**src/rtl/multicycle_subtractor.sv**
```systemverilog
// Sequential WORD-bit subtractor that adds a + ~b + 1 one CHUNK-bit slice per cycle.
// Results and NZCV flags update only once the final slice is summed.
`ifndef WORD
`define WORD 64
`endif

module multicycle_subtractor #(
  parameter int WORD  = `WORD,
  parameter int CHUNK = 16
) (
  input  logic            clk,
  input  logic            reset,
  input  logic            start_in,
  input  logic [WORD-1:0] a_in,
  input  logic [WORD-1:0] b_in,
  output logic            busy_out,
  output logic            done_out,
  output logic [WORD-1:0] sub_out,
  output logic [3:0]      flags_out
);

  localparam int NSL = WORD / CHUNK;
  localparam int CW  = (NSL > 1) ? $clog2(NSL) : 1;
  localparam logic [CW-1:0] LAST = CW'(NSL - 1);

  typedef enum logic [1:0] {
    IDLE,
    COMPUTE,
    DONE
  } state_t;

  state_t          state_q;
  state_t          state_d;
  logic [WORD-1:0] a_q;
  logic [WORD-1:0] nb_q;
  logic [WORD-1:0] sum_q;
  logic [WORD-1:0] sum_d;
  logic [CW-1:0]   cnt_q;
  logic            carry_q;
  logic [CHUNK:0]  slice;
  logic [31:0]     base;
  logic            last;
  logic            n_f;
  logic            z_f;
  logic            v_f;

  assign last = (cnt_q == LAST);

  // nb_q holds ~b, so b's sign bit differs from a's when a and nb agree
  always_comb begin
    base  = 32'(cnt_q) * 32'(CHUNK);
    slice = {1'b0, a_q[base +: CHUNK]}
          + {1'b0, nb_q[base +: CHUNK]}
          + {{CHUNK{1'b0}}, carry_q};
    sum_d = sum_q;
    sum_d[base +: CHUNK] = slice[CHUNK-1:0];
    n_f = sum_d[WORD-1];
    z_f = (sum_d == '0);
    v_f = (a_q[WORD-1] == nb_q[WORD-1])
       && (sum_d[WORD-1] != a_q[WORD-1]);
  end

  always_ff @(posedge clk) begin
    if (reset) state_q <= IDLE;
    else       state_q <= state_d;
  end

  always_comb begin
    state_d  = state_q;
    busy_out = 1'b0;
    done_out = 1'b0;
    case (state_q)
      IDLE: begin
        if (start_in) state_d = COMPUTE;
      end
      COMPUTE: begin
        busy_out = 1'b1;
        if (last) state_d = DONE;
      end
      DONE: begin
        busy_out = 1'b1;
        done_out = 1'b1;
        state_d  = IDLE;
      end
      default: state_d = IDLE;
    endcase
  end

  always_ff @(posedge clk) begin
    if (reset) begin
      a_q       <= '0;
      nb_q      <= '0;
      sum_q     <= '0;
      cnt_q     <= '0;
      carry_q   <= 1'b0;
      sub_out   <= '0;
      flags_out <= 4'b0000;
    end else begin
      case (state_q)
        IDLE: begin
          if (start_in) begin
            a_q     <= a_in;
            nb_q    <= ~b_in;
            sum_q   <= '0;
            cnt_q   <= '0;
            carry_q <= 1'b1;
          end
        end
        COMPUTE: begin
          sum_q   <= sum_d;
          carry_q <= slice[CHUNK];
          cnt_q   <= cnt_q + 1'b1;
          if (last) begin
            sub_out   <= sum_d;
            flags_out <= {n_f, z_f, slice[CHUNK], v_f};
          end
        end
        default: ;
      endcase
    end
  end

endmodule

```
**config.mk**
```make
export PLATFORM = sky130hd
export DESIGN_NAME = multicycle_subtractor
export DESIGN_NICKNAME = d
export VERILOG_FILES = /design/src/rtl/multicycle_subtractor.sv
export SDC_FILE = /design/constraint.sdc
export NUM_CORES = 1
export LEC_CHECK = 0
export ABC_CLOCK_PERIOD_IN_PS = 5400
export CELL_PAD_IN_SITES_DETAIL_PLACEMENT = 1
export CELL_PAD_IN_SITES_GLOBAL_PLACEMENT = 2
export CORE_MARGIN = 10
export CORE_UTILIZATION = 31
export DETAILED_ROUTE_END_ITERATION = 10
export DONT_BUFFER_PORTS = 1
export HOLD_SLACK_MARGIN = 0.03
export PLACE_DENSITY_LB_ADDON = 0.1
export SKIP_CTS_REPAIR_TIMING = 1
export SYNTH_ARGS = -nofsm -noshare
export SYNTH_HDL_FRONTEND = slang
export SYNTH_SLANG_ARGS = --single-unit
```
**constraint.sdc**
```tcl
create_clock -name clk -period 5.4 [get_ports clk]
set_input_delay 0.81 -clock clk [delete_from_list [all_inputs] [get_ports clk]]
set_output_delay 0.81 -clock clk [all_outputs]
set_load 0.05 [all_outputs]
```
==> impl_metrics.toml, run 1 <==
[run_status]
status = "completed"

[die]
ios = 201
initial_utilization_pct = 31.4
chipWidth_um = 213
die-area_um2 = 45200
die_h_um = 213
fp-row-count = 70
core_um2 = 36600

[clocking]
clk_path_buf_depth = 3
root_buffer = "clkbuf_16"
cts.htree.levels = 2
clock_sinks = 264
cts_buffers = 34
clk_pin_slew_ns = 0.06
tritoncts = "yes"
clkLatencyLatePin_ns = 0.54

[timing]
fin_setup_tns_ns = 0
slew_headroom_pct = 26.4
fin_crit_ns = 4.69
whs_ns = 0.354
worstMarginPinSlew_ns = 1.10
setup_slack_ns = 0.710
finalClockSkew_ns = 0.0300
finalSetupViolCount = 0
hold_violations = 0
timing.final.crit_share_pct = 86.9
max_freq_mhz = 213
drv_slew = 0
rsz0062_at_grt = "false"

[layout]
nFillCells = 4240
diodes = 0
drive_gt1_share_pct = 9.53
area_growth_pct = 12.9
utilization_pct = 35.5
final_cell_mix = "dfxtp_1 (262), nor2_1 (243), nand2_1 (168)"
layout.nets = 1434
layout_commonest_cell = "dfxtp_1"

[setup_path]
startpoint_type = "flip-flop"
worstReg2RegStart = "cnt_q[0]"
critPathKind = "reg -> reg"
critPathLaunch = "cnt_q[0]"
regToRegSetupSlack_ns = 0.71
rr_worst_depth = 12
cp_data_arrival_time_ns = 5.17
cp.required_ns = 5.88
setup.worst_path.end = "flags_out[2]"
crit_path_end_kind = "flip-flop"
cp_max_fo = 6
worstReg2RegEnd = "flags_out[2]"

[global_route]
grt_antenna_before_repair = 2
grt_pass1_wl_um = 63400
grt_max_degree = 266
grt_use_total_pct = 18.3
grt_overflow = 0
grt_pass1_vias = 9896

[synthesis]
synth_edf_count = 0
synth_xor_area_share_pct = 1.14
avgSynthCellArea_um2 = 8.68
synth_adder_area_share_pct = 2.96
synthesis.area_um2 = 11500
ys_ff_latch = 264
mappedNetlistNets = 1483
synthFlopType = "dfxtp_1"
synth.distinct_cells = 59
synth_top_family_by_area = "compound AO/OA/AOI/OAI gates"
yosysTopAreaCell = "dfxtp_1"
synth_top_area_share_pct = 45.9
synth_mux_area_share_pct = 6.26
synthTopCellsByArea = "dfxtp_1 (46%), nor2_1 (7.9%), mux4_2 (6.3%)"
yosys.area_share.simple_pct = 18.6
syn_inst = 1326
ys_warn_count = 0
synth_compound_area_share_pct = 20.8
ys_seq_area_share_pct = 45.9
async_reset_ff_share_pct = 0

[power_and_ir_drop]
p_sw_share_pct = 27.0
p_comb_share_pct = 12.8
p_int_mw = 3.64
leakagePower_nw = 4.69
seqPwrFrac_pct = 41.8
powerDensity_nw_per_um2 = 384
power_switching_mw = 1.35
peakVddDrop_mv = 0.208
clkPwrFrac_pct = 45.4

[route]
drc = 0
first_pass_iters = 7
drtIter0Drc = 499
via_count = 9555
drt-vias-per-instance = 5.40
routedWlPerCell_um = 23.7
wirelength_um = 41900
ant_nets = 0

[place]
dp_slack_ns = 0.669
dp_hpwl_um = 29700
numPortBuffers = 0
gp_congestion = 0.795

[flow_run]
cap_violations = 0

[worst_hold_path]
hold_class = "in -> reg"
sequential cells by signal (all words and copies together), names as in the netlist:
name	cells
state_q	2
sum_q	64
flags_out	3
sub_out	64
carry_q	1
nb_q	64
a_q	64
cnt_q	2
worst min-delay path by stage:
stage	to	from	slack [ns]	depth (start not counted)
global placement	a_q[26]	a_q[26]	0.44	2
global route	sub_out[62]	reset	0.34	1
CTS	sum_q[36]	reset	0.35	1
floorplan	a_q[32]	a_q[32]	0.43	2
detailed placement	a_q[45]	a_q[45]	0.45	2
finish	sub_out[62]	reset	0.35	1
layout make-up:
cell class / instances / area (um^2) / share of cell area, %
inverters: 18 / 67.6 / 0.520
multi-input cells: 937 / 5770 / 44.4
clock buffers: 53 / 1050 / 8.11
flip-flops and latches: 264 / 5290 / 40.7
clock inverters: 7 / 63.8 / 0.491
repair buffers: 22 / 165 / 1.27
well taps: 468 / 586 / 4.51
power groups by stage:
stage               Clock [mW]  Combinational (mW)  Sequential (mW)
floorplan                    0               0.454             2.11
global placement             0               0.636             2.13
detailed placement           0               0.644             2.13
CTS                       2.34               0.646             2.09
global route              2.43               0.704             2.09
finish                    2.27               0.637             2.08
routing by layer:
| metal | share of wire, % | GRT usage (%) | up-vias |
|---|---|---|---|
| met5 | 0.060 | 0 | - |
| met3 | 5.8 | 4.66 | 59 |
| met1 | 42 | 21.6 | 4680 |
| met4 | 2.2 | 5.51 | 4 |
| met2 | 50 | 31.7 | 188 |
| li1 | - | - | 4624 |
worst max-delay path: stages (launching register included):
cell	delay, ns
dfxtp_2	0.43
mux4_2	0.54
fa_1	0.44
fa_1	0.52
nor2b_1	0.20
a31oi_1	0.32
o2111ai_1	0.17
or4_1	0.52
nor4_1	0.43
nand4b_1	0.15
or4_1	0.57
nor4_2	0.16
a41o_1	0.19
through the flow:
| stage | instance area [um^2] | cells | power, mW |
|---|---|---|---|
| after detailed placement | 11900 | 1709 | 2.77 |
| after global routing | 13000 | 1769 | 5.22 |
| after floorplan | 11500 | 1326 | 2.56 |
| final | 13000 | 1769 | 4.99 |
| after CTS | 13000 | 1769 | 5.07 |
| after global placement | 11900 | 1709 | 2.76 |
synth_stat cells (5+ instances only):
cell,instances
dfxtp_1,264
nor2_1,243
nand2_1,169
a21oi_1,119
clkbuf_1,96
a211oi_1,95
a22oi_1,49
nor3_1,33
mux4_2,32
ha_1,24
a22o_1,22
inv_1,16
o21ai_0,13
nor2b_1,9
a221oi_1,8
a31oi_1,8
nand3_1,8
xor2_1,8
nand2b_1,7
or4_1,7
xnor2_1,7
o2bb2ai_1,6
a21o_1,5
and2_1,5
nor4_1,5
kinds of logic (layout without fill, tap and decap cells):
logic type / count (synthesis) / in the layout
mux: 32 / 32
fa+ha+maj: 26 / 26
xor+xnor: 15 / 15
buf+inv: 125 / 100
flops: 264 / 264
simple gates: 508 / 508
compound gates: 356 / 356
Power figures use the tool's default switching activity.
==> inputs of run 2 (changes only) <==
--- a/config.mk
+++ b/config.mk
@@ -13,7 +13,7 @@
 export DETAILED_ROUTE_END_ITERATION = 10
 export DONT_BUFFER_PORTS = 1
 export HOLD_SLACK_MARGIN = 0.03
-export PLACE_DENSITY_LB_ADDON = 0.1
+export PLACE_DENSITY = 0.63
 export SKIP_CTS_REPAIR_TIMING = 1
 export SYNTH_ARGS = -nofsm -noshare
 export SYNTH_HDL_FRONTEND = slang
==> impl_metrics.toml, run 2 (synthesis results as in run 1) <==
[power_and_ir_drop]
seqPwrFrac_pct = 44.6
fin_total_pwr_mw = 4.67
p_sw_share_pct = 28.1
leakagePower_nw = 4.58
p_comb_share_pct = 13.6
power_switching_mw = 1.31
powerDensity_nw_per_um2 = 365
clkPwrFrac_pct = 41.9
p_int_mw = 3.36
peakVddDrop_mv = 0.230

[setup_path]
cp_data_arrival_time_ns = 5.27
setup.worst_path.end = "flags_out[2]"
regToRegSetupSlack_ns = 0.64
rr_worst_depth = 12
worstReg2RegEnd = "flags_out[2]"
startpoint_type = "flip-flop"
worstReg2RegStart = "cnt_q[0]"
cp.required_ns = 5.91
cp_max_fo = 6
critPathKind = "reg -> reg"
crit_path_end_kind = "flip-flop"
critPathLaunch = "cnt_q[0]"

[timing]
slew_headroom_pct = 24.4
setup_slack_ns = 0.636
worstMarginPinSlew_ns = 1.13
rsz0062_at_grt = "false"
finalSetupViolCount = 0
timing.final.crit_share_pct = 88.2
finalClockSkew_ns = 0.0278
fin_setup_tns_ns = 0
drv_slew = 0
max_freq_mhz = 210
fin_crit_ns = 4.76
hold_violations = 0

[route]
drt-vias-per-instance = 5.38
drc = 0
wirelength_um = 41300
ant_nets = 0
drtIter0Drc = 495
routedWlPerCell_um = 23.4
via_count = 9493
first_pass_iters = 5

[layout]
layout.nets = 1430
area_growth_pct = 11.1
diodes = 0
nFillCells = 4244
final_cell_mix = "dfxtp_1 (262), nor2_1 (243), nand2_1 (168)"
drive_gt1_share_pct = 8.72
final_cells = 1764
multiInputGateArea_um2 = 5770
layout_commonest_cell = "dfxtp_1"
regArea_um2 = 5290

[place]
numPortBuffers = 0
dp.cells = 1708
gp_congestion = 0.790
dp_slack_ns = 0.746
dp_hpwl_um = 29200

[worst_hold_path]
hold_class = "in -> reg"
hold_depth = 1

[clocking]
clkLatencyLatePin_ns = 0.59
cts_buffers = 31
clock_sinks = 264
clk_path_buf_depth = 3
clk_pin_slew_ns = 0.06
root_buffer = "clkbuf_16"
tritoncts = "yes"
cts.htree.levels = 1

[die]
fp-row-count = 70
initial_utilization_pct = 31.4
ios = 201
die_h_um = 213
die-area_um2 = 45200
chipWidth_um = 213
core_um2 = 36600

[global_route]
grt_use_total_pct = 17.9
grt_antenna_before_repair = 1
grt_overflow = 0
grt_pass1_vias = 9725
grt_max_degree = 266
grt_pass1_wl_um = 62400

[flow_run]
cap_violations = 0

[run_status]
status = "completed"
==> run 2: through the flow <==
step	hold slack, ns	utilization (%)	area (um^2)
5_1_grt	0.281	34.9	12800
2_1_floorplan	0.433	-	11500
3_5_place_dp	0.445	32.4	11900
6_report	0.309	34.9	12800
4_1_cts	0.275	34.9	12800
3_3_place_gp	0.437	32.4	11900
==> run 2: worst max-delay path, stage by stage, from the launching register on <==
cell and delay [ns]:
dfxtp_2 0.44, mux4_2 0.55, fa_1 0.44, fa_1 0.51, nor2b_1 0.20, a41oi_1 0.35, nand4_1 0.14, or4_1 0.53
nor4_1 0.48, nand4b_1 0.14, or4_1 0.57, nor4_2 0.15, a41o_1 0.18
==> run 2: cell type report <==
class	instances	share of cell area, %
clock inverter	8	0.362
clock buffer	48	6.88
timing repair buffer	21	1.23
sequential	264	41.3
tap	468	4.58
inverter	18	0.528
multi-input combinational	937	45.1
==> run 2: worst min-delay path by stage <==
stage	slack (ns)	from	end
5_1_grt	0.28	b_in[13]	nb_q[13]
3_3_place_gp	0.44	a_q[44]	a_q[44]
3_5_place_dp	0.45	a_q[46]	a_q[46]
4_1_cts	0.27	b_in[50]	nb_q[50]
6_report	0.31	b_in[31]	nb_q[31]
2_1_floorplan	0.43	a_q[32]	a_q[32]
==> run 2: power groups by stage <==
stage / combinational (mW) / clock [mW] / sequential (mW)
2_1_floorplan: 0.454 / 0 / 2.11
3_3_place_gp: 0.633 / 0 / 2.12
3_5_place_dp: 0.638 / 0 / 2.13
4_1_cts: 0.640 / 2.02 / 2.08
5_1_grt: 0.700 / 2.10 / 2.09
6_report: 0.634 / 1.96 / 2.08
==> run 2: per-layer routing <==
metal / GRT usage [%] / wire length, um / vias to the layer above
met5: 0 / 13 / -
met4: 4.90 / 1050 / 2
met3: 4.63 / 2330 / 53
met2: 30.8 / 20500 / 186
met1: 21.5 / 17400 / 4638
li1: - / - / 4614
